==> src/rtl/servo_capture_if.sv <==
// Bundle of the servo capture pins: the two pulse inputs, the read strobe and the
// captured width / status outputs. The DUT connects through the slave modport and
// whatever drives the pulses and consumes the results uses the master modport.
//   servo_in [1:0]  : asynchronous pulse inputs, bit n = channel n
//   out_rd          : read strobe, clears out_new
//   out_data [23:0] : {width1, width0}, 12 bits each, in ticks
//   out_new  [1:0]  : sticky "fresh capture since last read" flags
//   out_lost [1:0]  : per-channel signal-lost flags
interface servo_capture_if;
  logic [1:0]  servo_in;
  logic        out_rd;
  logic [23:0] out_data;
  logic [1:0]  out_new;
  logic [1:0]  out_lost;

  modport master (
    output servo_in,
    output out_rd,
    input  out_data,
    input  out_new,
    input  out_lost
  );

  modport slave (
    input  servo_in,
    input  out_rd,
    output out_data,
    output out_new,
    output out_lost
  );
endinterface

==> src/rtl/servo_capture.sv <==
// Two-channel servo pulse width capture.
// Each pulse input is synchronized, edge-detected and measured in ticks of a shared
// prescaler. A falling edge latches the width and raises out_new; going PERIOD ticks
// without a rising edge raises out_lost and zeroes that channel's width.
//   clk : single clock, all logic on posedge
//   rst : asynchronous active-high reset
//   bus : servo_capture_if slave (servo_in, out_rd in; out_data, out_new, out_lost out)
module servo_capture #(
  parameter int unsigned PRESCALE = 50,    // clk cycles per measurement tick
  parameter int unsigned PERIOD   = 10000  // ticks without a rising edge before loss
) (
  input logic             clk,
  input logic             rst,
  servo_capture_if.slave  bus
);

  localparam int unsigned PsW = (PRESCALE > 1) ? $clog2(PRESCALE) : 1;
  localparam logic [PsW-1:0] PsMax = PsW'(PRESCALE - 1);
  localparam logic [13:0] ToLast = 14'(PERIOD - 1);

  localparam logic [1:0] StWaitLow  = 2'd0;
  localparam logic [1:0] StWaitRise = 2'd1;
  localparam logic [1:0] StMeasure  = 2'd2;

  logic [PsW-1:0]  ps_q, ps_d;
  logic            tick;

  logic [1:0]      s1_q, s2_q, s3_q;
  logic [1:0]      vld_q, vld_d;
  logic            sync_rdy;
  logic [1:0]      rise, fall;

  logic [1:0][1:0]  state_q, state_d;
  logic [1:0][11:0] cnt_q, cnt_d, cnt_inc;
  logic [1:0][13:0] to_q, to_d, to_inc;
  logic [1:0]       to_hit;
  logic [1:0][11:0] width_q, width_d;
  logic [1:0]       new_q, new_d;
  logic [1:0]       lost_q, lost_d;

  // Marks when the synchronizer holds real pin samples rather than reset zeros, so a
  // pulse already high when reset is released is not mistaken for a low level.
  assign vld_d    = {vld_q[0], 1'b1};
  assign sync_rdy = vld_q[1];

  assign rise = s2_q & ~s3_q;
  assign fall = ~s2_q & s3_q;

  always_comb begin
    tick = (ps_q == PsMax);
    ps_d = tick ? '0 : ps_q + PsW'(1);
  end

  always_comb begin
    state_d = state_q;
    cnt_d   = cnt_q;
    to_d    = to_q;
    width_d = width_q;
    lost_d  = lost_q;
    // A capture later in this block overrides the read clear.
    new_d   = bus.out_rd ? 2'b00 : new_q;
    cnt_inc = cnt_q;
    to_inc  = to_q;
    to_hit  = 2'b00;

    for (int c = 0; c < 2; c++) begin
      cnt_inc[c] = (tick && cnt_q[c] != 12'hFFF) ? cnt_q[c] + 12'd1 : cnt_q[c];
      to_inc[c]  = (tick && to_q[c] != 14'h3FFF) ? to_q[c] + 14'd1 : to_q[c];
      // Fires once, on the tick that brings the count to PERIOD; the counter keeps
      // saturating past it so a lost channel does not retrigger.
      to_hit[c]  = tick && (to_q[c] == ToLast);

      case (state_q[c])
        StWaitLow: begin
          if (sync_rdy && !s2_q[c]) begin
            state_d[c] = StWaitRise;
          end
        end
        StWaitRise: begin
          if (rise[c]) begin
            state_d[c] = StMeasure;
            cnt_d[c]   = '0;
            to_d[c]    = '0;
          end else if (to_hit[c]) begin
            to_d[c]    = to_inc[c];
            lost_d[c]  = 1'b1;
            width_d[c] = '0;
            state_d[c] = StWaitLow;
          end else begin
            to_d[c] = to_inc[c];
          end
        end
        StMeasure: begin
          cnt_d[c] = cnt_inc[c];
          to_d[c]  = to_inc[c];
          if (fall[c]) begin
            // Include this cycle's tick so the width covers the full high time.
            width_d[c] = cnt_inc[c];
            new_d[c]   = 1'b1;
            lost_d[c]  = 1'b0;
            state_d[c] = StWaitRise;
          end else if (to_hit[c]) begin
            lost_d[c]  = 1'b1;
            width_d[c] = '0;
            state_d[c] = StWaitLow;
          end
        end
        default: state_d[c] = StWaitLow;
      endcase
    end
  end

  always_ff @(posedge clk or posedge rst) begin
    if (rst) begin
      ps_q    <= '0;
      s1_q    <= '0;
      s2_q    <= '0;
      s3_q    <= '0;
      vld_q   <= '0;
      state_q <= {StWaitLow, StWaitLow};
      cnt_q   <= '0;
      to_q    <= '0;
      width_q <= '0;
      new_q   <= '0;
      lost_q  <= '0;
    end else begin
      ps_q    <= ps_d;
      s1_q    <= bus.servo_in;
      s2_q    <= s1_q;
      s3_q    <= s2_q;
      vld_q   <= vld_d;
      state_q <= state_d;
      cnt_q   <= cnt_d;
      to_q    <= to_d;
      width_q <= width_d;
      new_q   <= new_d;
      lost_q  <= lost_d;
    end
  end

  assign bus.out_data = {width_q[1], width_q[0]};
  assign bus.out_new  = new_q;
  assign bus.out_lost = lost_q;

endmodule
==> src/flat_wrapper.sv <==
// flat-port wrapper written by rule: the top's interface ports become plain ports
module servo_capture_flat 
#(
  parameter int unsigned PRESCALE = 50,                                      
  parameter int unsigned PERIOD   = 10000                                            
)
  (clk, rst, bus_servo_in, bus_out_rd, bus_out_data, bus_out_new, bus_out_lost);
  servo_capture_if bus_i ();
  input logic clk;
  input logic rst;
  input wire logic [$bits(bus_i.servo_in)-1:0] bus_servo_in;
  input wire logic [$bits(bus_i.out_rd)-1:0] bus_out_rd;
  output wire logic [$bits(bus_i.out_data)-1:0] bus_out_data;
  output wire logic [$bits(bus_i.out_new)-1:0] bus_out_new;
  output wire logic [$bits(bus_i.out_lost)-1:0] bus_out_lost;
  assign bus_i.servo_in = bus_servo_in;
  assign bus_i.out_rd = bus_out_rd;
  assign bus_out_data = bus_i.out_data;
  assign bus_out_new = bus_i.out_new;
  assign bus_out_lost = bus_i.out_lost;
  servo_capture #(.PRESCALE(PRESCALE), .PERIOD(PERIOD)) u_core (.clk(clk), .rst(rst), .bus(bus_i));
endmodule
==> config.mk <==
export PLATFORM = sky130hd
export DESIGN_NAME = servo_capture_flat
export DESIGN_NICKNAME = d
export VERILOG_FILES = /design/src/rtl/servo_capture_if.sv /design/src/rtl/servo_capture.sv /design/src/flat_wrapper.sv
export SDC_FILE = /design/constraint.sdc
export NUM_CORES = 1
export LEC_CHECK = 0
export ABC_AREA = 0
export CORE_MARGIN = 3
export CORE_UTILIZATION = 61
export CTS_CLUSTER_SIZE = 30
export DETAILED_ROUTE_END_ITERATION = 8
export GPL_ROUTABILITY_DRIVEN = 0
export GPL_TIMING_DRIVEN = 0
export PLACE_DENSITY = 0.81
export SETUP_SLACK_MARGIN = 0.02
export SLEW_MARGIN = 15
export SYNTH_ARGS = -nofsm -noshare
export SYNTH_HDL_FRONTEND = slang
export SYNTH_SLANG_ARGS = --single-unit
==> constraint.sdc <==
create_clock -name clk -period 4.9 [get_ports clk]
set_clock_uncertainty 0.15 [all_clocks]
set_input_delay 1.47 -clock clk [delete_from_list [all_inputs] [get_ports clk]]
set_output_delay 1.47 -clock clk [all_outputs]
set_load 0.1 [all_outputs]
# Yosys cells after proc, flatten, opt, wreduce, memory -nomap -nowiden
# Cells that the tools add are included.
[totals]
elab_cells = 104
reg_bits = 98
input_bits = 5
[op_classes]
reduce_logical = 18
bitwise_logic = 4
n_eq_ne = 17
muxes = 44
add_sub_neg = 5
[op_table]
columns = ["operator", "n"]
rows = [
  ["$mux W12", 10],
  ["$pmux W12 S2", 4],
  ["$mux W14", 4],
  ["$pmux W14 S2", 2],
  ["$add A14 B1 Y14 const B", 2],
  ["$eq A14 B14 Y1 const B", 2],
  ["$ne A14 B14 Y1 const B", 2],
  ["$add A12 B1 Y12 const B", 2],
  ["$ne A12 B12 Y1 const B", 2],
  ["$mux W2", 9],
  ["$pmux W2 S3", 2],
  ["$mux W1", 10],
  ["$logic_and A1 B1 Y1", 8],
  ["$ne A2 B1 Y1 const B", 4],
  ["$reduce_and A2 Y1", 4],
  ["$add A6 B1 Y6 const B", 1],
  ["$eq A6 B6 Y1 const B", 1],
  ["$mux W6", 1],
  ["$and A2 B2 Y2", 2],
  ["$eq A2 B1 Y1 const B", 2],
  ["$eq A2 B2 Y1 const B", 2],
  ["$logic_not A2 Y1", 2],
  ["$ne A2 B2 Y1 const B", 2],
  ["$not A2 Y2", 2],
  ["other kinds (3)", 6],
]

# Logic depth before layout (Yosys ltp)
[depth]
depth_word = 5
ltp_mapped = 8
depth_no_buf = 6

# Worst setup path after synthesis
# Ideal clock, no wire load.
[synth_path]
path_kind = "reg2out"
start = "reg u_core.width_q (netlist bit u_core.bus.out_data[10])"
end = "out bus_out_data[10]"
arrival_time_ps = 898
path_slack_ps = 2382
required_ps = 3280
path_stages_with_launch = 1
cell_sequence = "dfrtp_1"
[synth_rtl]
columns = ["element", "line", "text"]
rows = [
  ["start: declaration", "servo_capture.sv:37", "logic [1:0][11:0] width_q, width_d;"],
  ["start signal: assignment", "servo_capture.sv:135", "width_q <= width_d;"],
  ["end: declaration", "flat_wrapper.sv:13", "output wire logic [$bits(bus_i.out_data)-1:0] bus_out_data;"],
]
# No word-level cell between the ends.

# Worst setup path in the final report
[layout_path]
start = "reg u_core.width_q (netlist bit u_core.bus.out_data[0])"
end = "out bus_out_data[0]"
# No word-level cell between the ends.

==> insert_results.sql <==
INSERT INTO impl_metrics (metric_group, metric, value, unit) VALUES
('power_and_ir_drop', 'total_power_divided_by_cell_area', '294.0', 'mW/mm²'),
('synthesis', 'mappedNetlistNets', '670', ''),
('setup_path', 'critical_path_arrival', '1.89', 'ns'),
('setup_path', 'cp_num_buf_inv', '1', ''),
('route', 'detail_route.first_pass.iterations', '6', ''),
('synthesis', 'asyncSetResetFlopFracSynth', '100.0', '%'),
('global_routing', 'wire_length_of_the_first_global_routing_pass', '25.71', 'mm'),
('power_and_ir_drop', 'pwr-share-seq', '42.9', '%'),
('die', 'dieWidth', '105.0', 'µm'),
('power_and_ir_drop', 'p_clk_share', '33.0', '%'),
('placed_design', 'dpl.hpwl', '10.84', 'mm'),
('setup_path', 'reg2reg_setup_slack', '2.11', 'ns'),
('route', 'post_drt_via_cell_ratio', '6.866', ''),
('cts', 'worst_setup_hold_path_clk_slew', '0.10', 'ns'),
('cells_and_area', 'most_frequent_cells_in_the_layout', '98 x dfrtp_1, 46 x nand2_1, 45 x nand3_1', ''),
('outcome', 'outcome', 'finished clean', ''),
('timing', 'report.final.slew_viol_count', '0', ''),
('run', 'max-cap-violations', '0', ''),
('cells_and_area', 'nets', '714', ''),
('power_and_ir_drop', 'leakagePower', '0.002675', 'µW'),
('die', 'dieArea', '0.01102', 'mm²'),
('route', 'drt_iter0_drc', '415', ''),
('cts', 'tritoncts', 'done', ''),
('setup_path', 'timing.critical_path.to_type', 'primary output', ''),
('die', 'floorplan.rows', '35', ''),
('route', 'dr_total_vias', '5692', ''),
('timing', 'max_slew_margin', '23.46', '%'),
('route', 'route.detailed.drc', '0', ''),
('timing', 'setup_violations', '0', ''),
('timing', 'fin_tns_setup', '0', 'ns'),
('placed_design', 'port-buffer-count', '32', ''),
('setup_path', 'slowest_cell_delay_on_critical_path', '1.15', 'ns'),
('setup_path', 'critical_path.slowest_cell', 'clkdlybuf4s50_1', ''),
('global_routing', 'grt_antenna_before_repair', '0', ''),
('die', 'core_area', '0.009371', 'mm²'),
('setup_path', 'setup.worst_path.class', 'flip-flop to primary output', ''),
('global_routing', 'grt-ovfl-total', '0', ''),
('timing', 'period_needed', '3.509', 'ns'),
('synthesis', 'synth-seq-cells', '98', ''),
('setup_path', 'critical_path.cell_chain', 'clkdlybuf4s50_1', ''),
('die', 'chipHeight', '105.0', 'µm'),
('power_and_ir_drop', 'worst_ir_drop_vdd', '0.2090', 'mV'),
('synthesis', 'dominantRegCellSynth', 'dfrtp_1', ''),
('power_and_ir_drop', 'switching_share', '32.77', '%'),
('synthesis', 'synthCells', '651', ''),
('route', 'wl_per_cell', '18.74', 'µm'),
('route', 'finalWirelength', '15.53', 'mm'),
('synthesis', 'synth_area_per_cell', '9.177', 'µm²'),
('timing', 'maximum_frequency_from_static_timing_analysis', '285.0', 'MHz'),
('die', 'initial_utilization', '63.75', '%'),
('cells_and_area', 'antenna-diode-count', '0', ''),
('synthesis', 'yosysUniqueCellTypes', '67', ''),
('global_routing', 'number_of_global_route_vias_before_repair', '5333', ''),
('synthesis', 'number_of_enable_type_register_cells_in_the_synthesized_netlist', '0', ''),
('cts', 'clock_tree.buffer_depth', '2', ''),
('cts', 'clock_sinks', '98', ''),
('route', 'drtAntennaViolNets', '0', ''),
('synthesis', 'synthesis.yosys.warnings', '0', ''),
('setup_path', 'critical_path_required', '3.28', 'ns'),
('cts', 'worst_skew_late_latency', '0.37', 'ns'),
('placed_design', 'placed_cells_incl_taps', '813', ''),
('setup_path', 'critical-path-top-delay-family', 'buffers and inverters', ''),
('timing', 'share_of_the_clock_period_used_by_the_worst_path_after_layout', '71.62', '%'),
('timing', 'endpoints_failing_hold', '0', ''),
('cells_and_area', 'drive_gt1_share', '6.571', '%'),
('die', 'design.portCount', '33', ''),
('synthesis', 'synth.yosys.seq_area_share', '41.05', '%'),
('cts', 'cts.repair.resized', '0', ''),
('cells_and_area', 'final_common_cell', 'dfrtp_1', ''),
('cts', 'number_of_h_tree_levels', '3', ''),
('timing', 'timing_worst_slew_pin_value', '1.136', 'ns');
-- synth_stat cells, types with 5 or more instances --
cell type  number  area (µm²)
a211o_1         6       52.55
a21oi_1        33       165.2
a31oi_1        21       131.4
a41oi_1         8       70.07
and2_1          7       43.79
and3_1         12       75.07
and4_1         10       87.58
buf_6           5       56.30
clkbuf_1       30       112.6
dfrtp_1        98        2452
ha_1           14       175.2
inv_1          28       105.1
mux2i_1        15       150.1
nand2_1        46       172.7
nand2b_1       11       68.82
nand3_1        45       225.2
nand4_1        30       187.7
nor2_1         21       78.83
nor3_1         13       65.06
nor3b_1         7       52.55
nor4_1         13       81.33
o211ai_1       29       217.7
o21ai_0        29       145.1
o311ai_0        8       70.07
o31ai_1        13       97.59
o41ai_1         6       52.55
or4_1          18       135.1
-- final cells by class --
| class | instances | area [µm²] |
|---|---|---|
| buffer | 42 | 221.5 |
| multi-input combinational | 483 | 3196 |
| clock buffer | 9 | 123.9 |
| timing repair buffer | 33 | 347.8 |
| tap | 129 | 161.4 |
| fill | 742 | 2636 |
| sequential | 98 | 2452 |
| clock inverter | 7 | 125.1 |
| inverter | 28 | 107.6 |
-- power by group through the flow --
stage,sequential [µW],clock (µW),combinational (µW)
after detailed placement,865,0,468
after global routing,852,685,525
after floorplan,878,0,335
after CTS,848,656,470
final,849,654,478
after global placement,862,0,446
-- worst paths after layout --
path,from,endpoint,cells after the start
max in group asynchronous,rst,u_core.cnt_q[1],3
min,u_core.s1_q[0],u_core.s2_q[0],0
min reg2reg,u_core.s1_q[0],u_core.s2_q[0],0
max reg2reg,u_core.state_q[2],u_core.cnt_q[19],6
max,u_core.bus.out_data[0],bus_out_data[0],1
min in group asynchronous,rst,u_core.bus.out_data[15],2
-- sequential cells by signal (all words and copies together), names as in the netlist --
| name | cells |
|---|---|
| u_core.bus.out_lost | 2 |
| u_core.to_q | 28 |
| u_core.cnt_q | 24 |
| u_core.ps_q | 6 |
| u_core.s1_q | 2 |
| u_core.s3_q | 2 |
| u_core.bus.out_new | 2 |
| u_core.bus.out_data | 24 |
| u_core.s2_q | 2 |
| u_core.vld_q | 2 |
| u_core.state_q | 4 |
-- stage by stage --
| step | cell area, µm² | setup slack [ns] | util [%] |
|---|---|---|---|
| floorplan | 5974 | 0.7179 | - |
| global placement | 6456 | -0.6806 | 68.89 |
| detailed placement | 6486 | 1.790 | 69.21 |
| CTS | 6735 | 1.381 | 71.87 |
| global route | 6735 | 1.337 | 71.87 |
| finish | 6735 | 1.391 | 71.87 |
-- cell families after synthesis --
kind of cell | Yosys count | synth area share, %
xor+xnor | 3 | 0.4399
simple gates | 261 | 25.49
fa+ha+maj | 14 | 2.932
flops | 98 | 41.05
buf+inv | 70 | 5.466
mux | 15 | 2.513
other cells | 1 | 0.06277
compound gates | 189 | 22.05
-- metal layers --
layer / up-vias / track usage, % / part of all wire (%)
li1: 2634 / - / -
met1: 2762 / 37.86 / 43
met2: 259 / 45.37 / 47
met3: 37 / 4.385 / 6.9
met4: 0 / 10.59 / 2.5
met5: - / 0 / 0
Power figures use the tool's default switching activity.
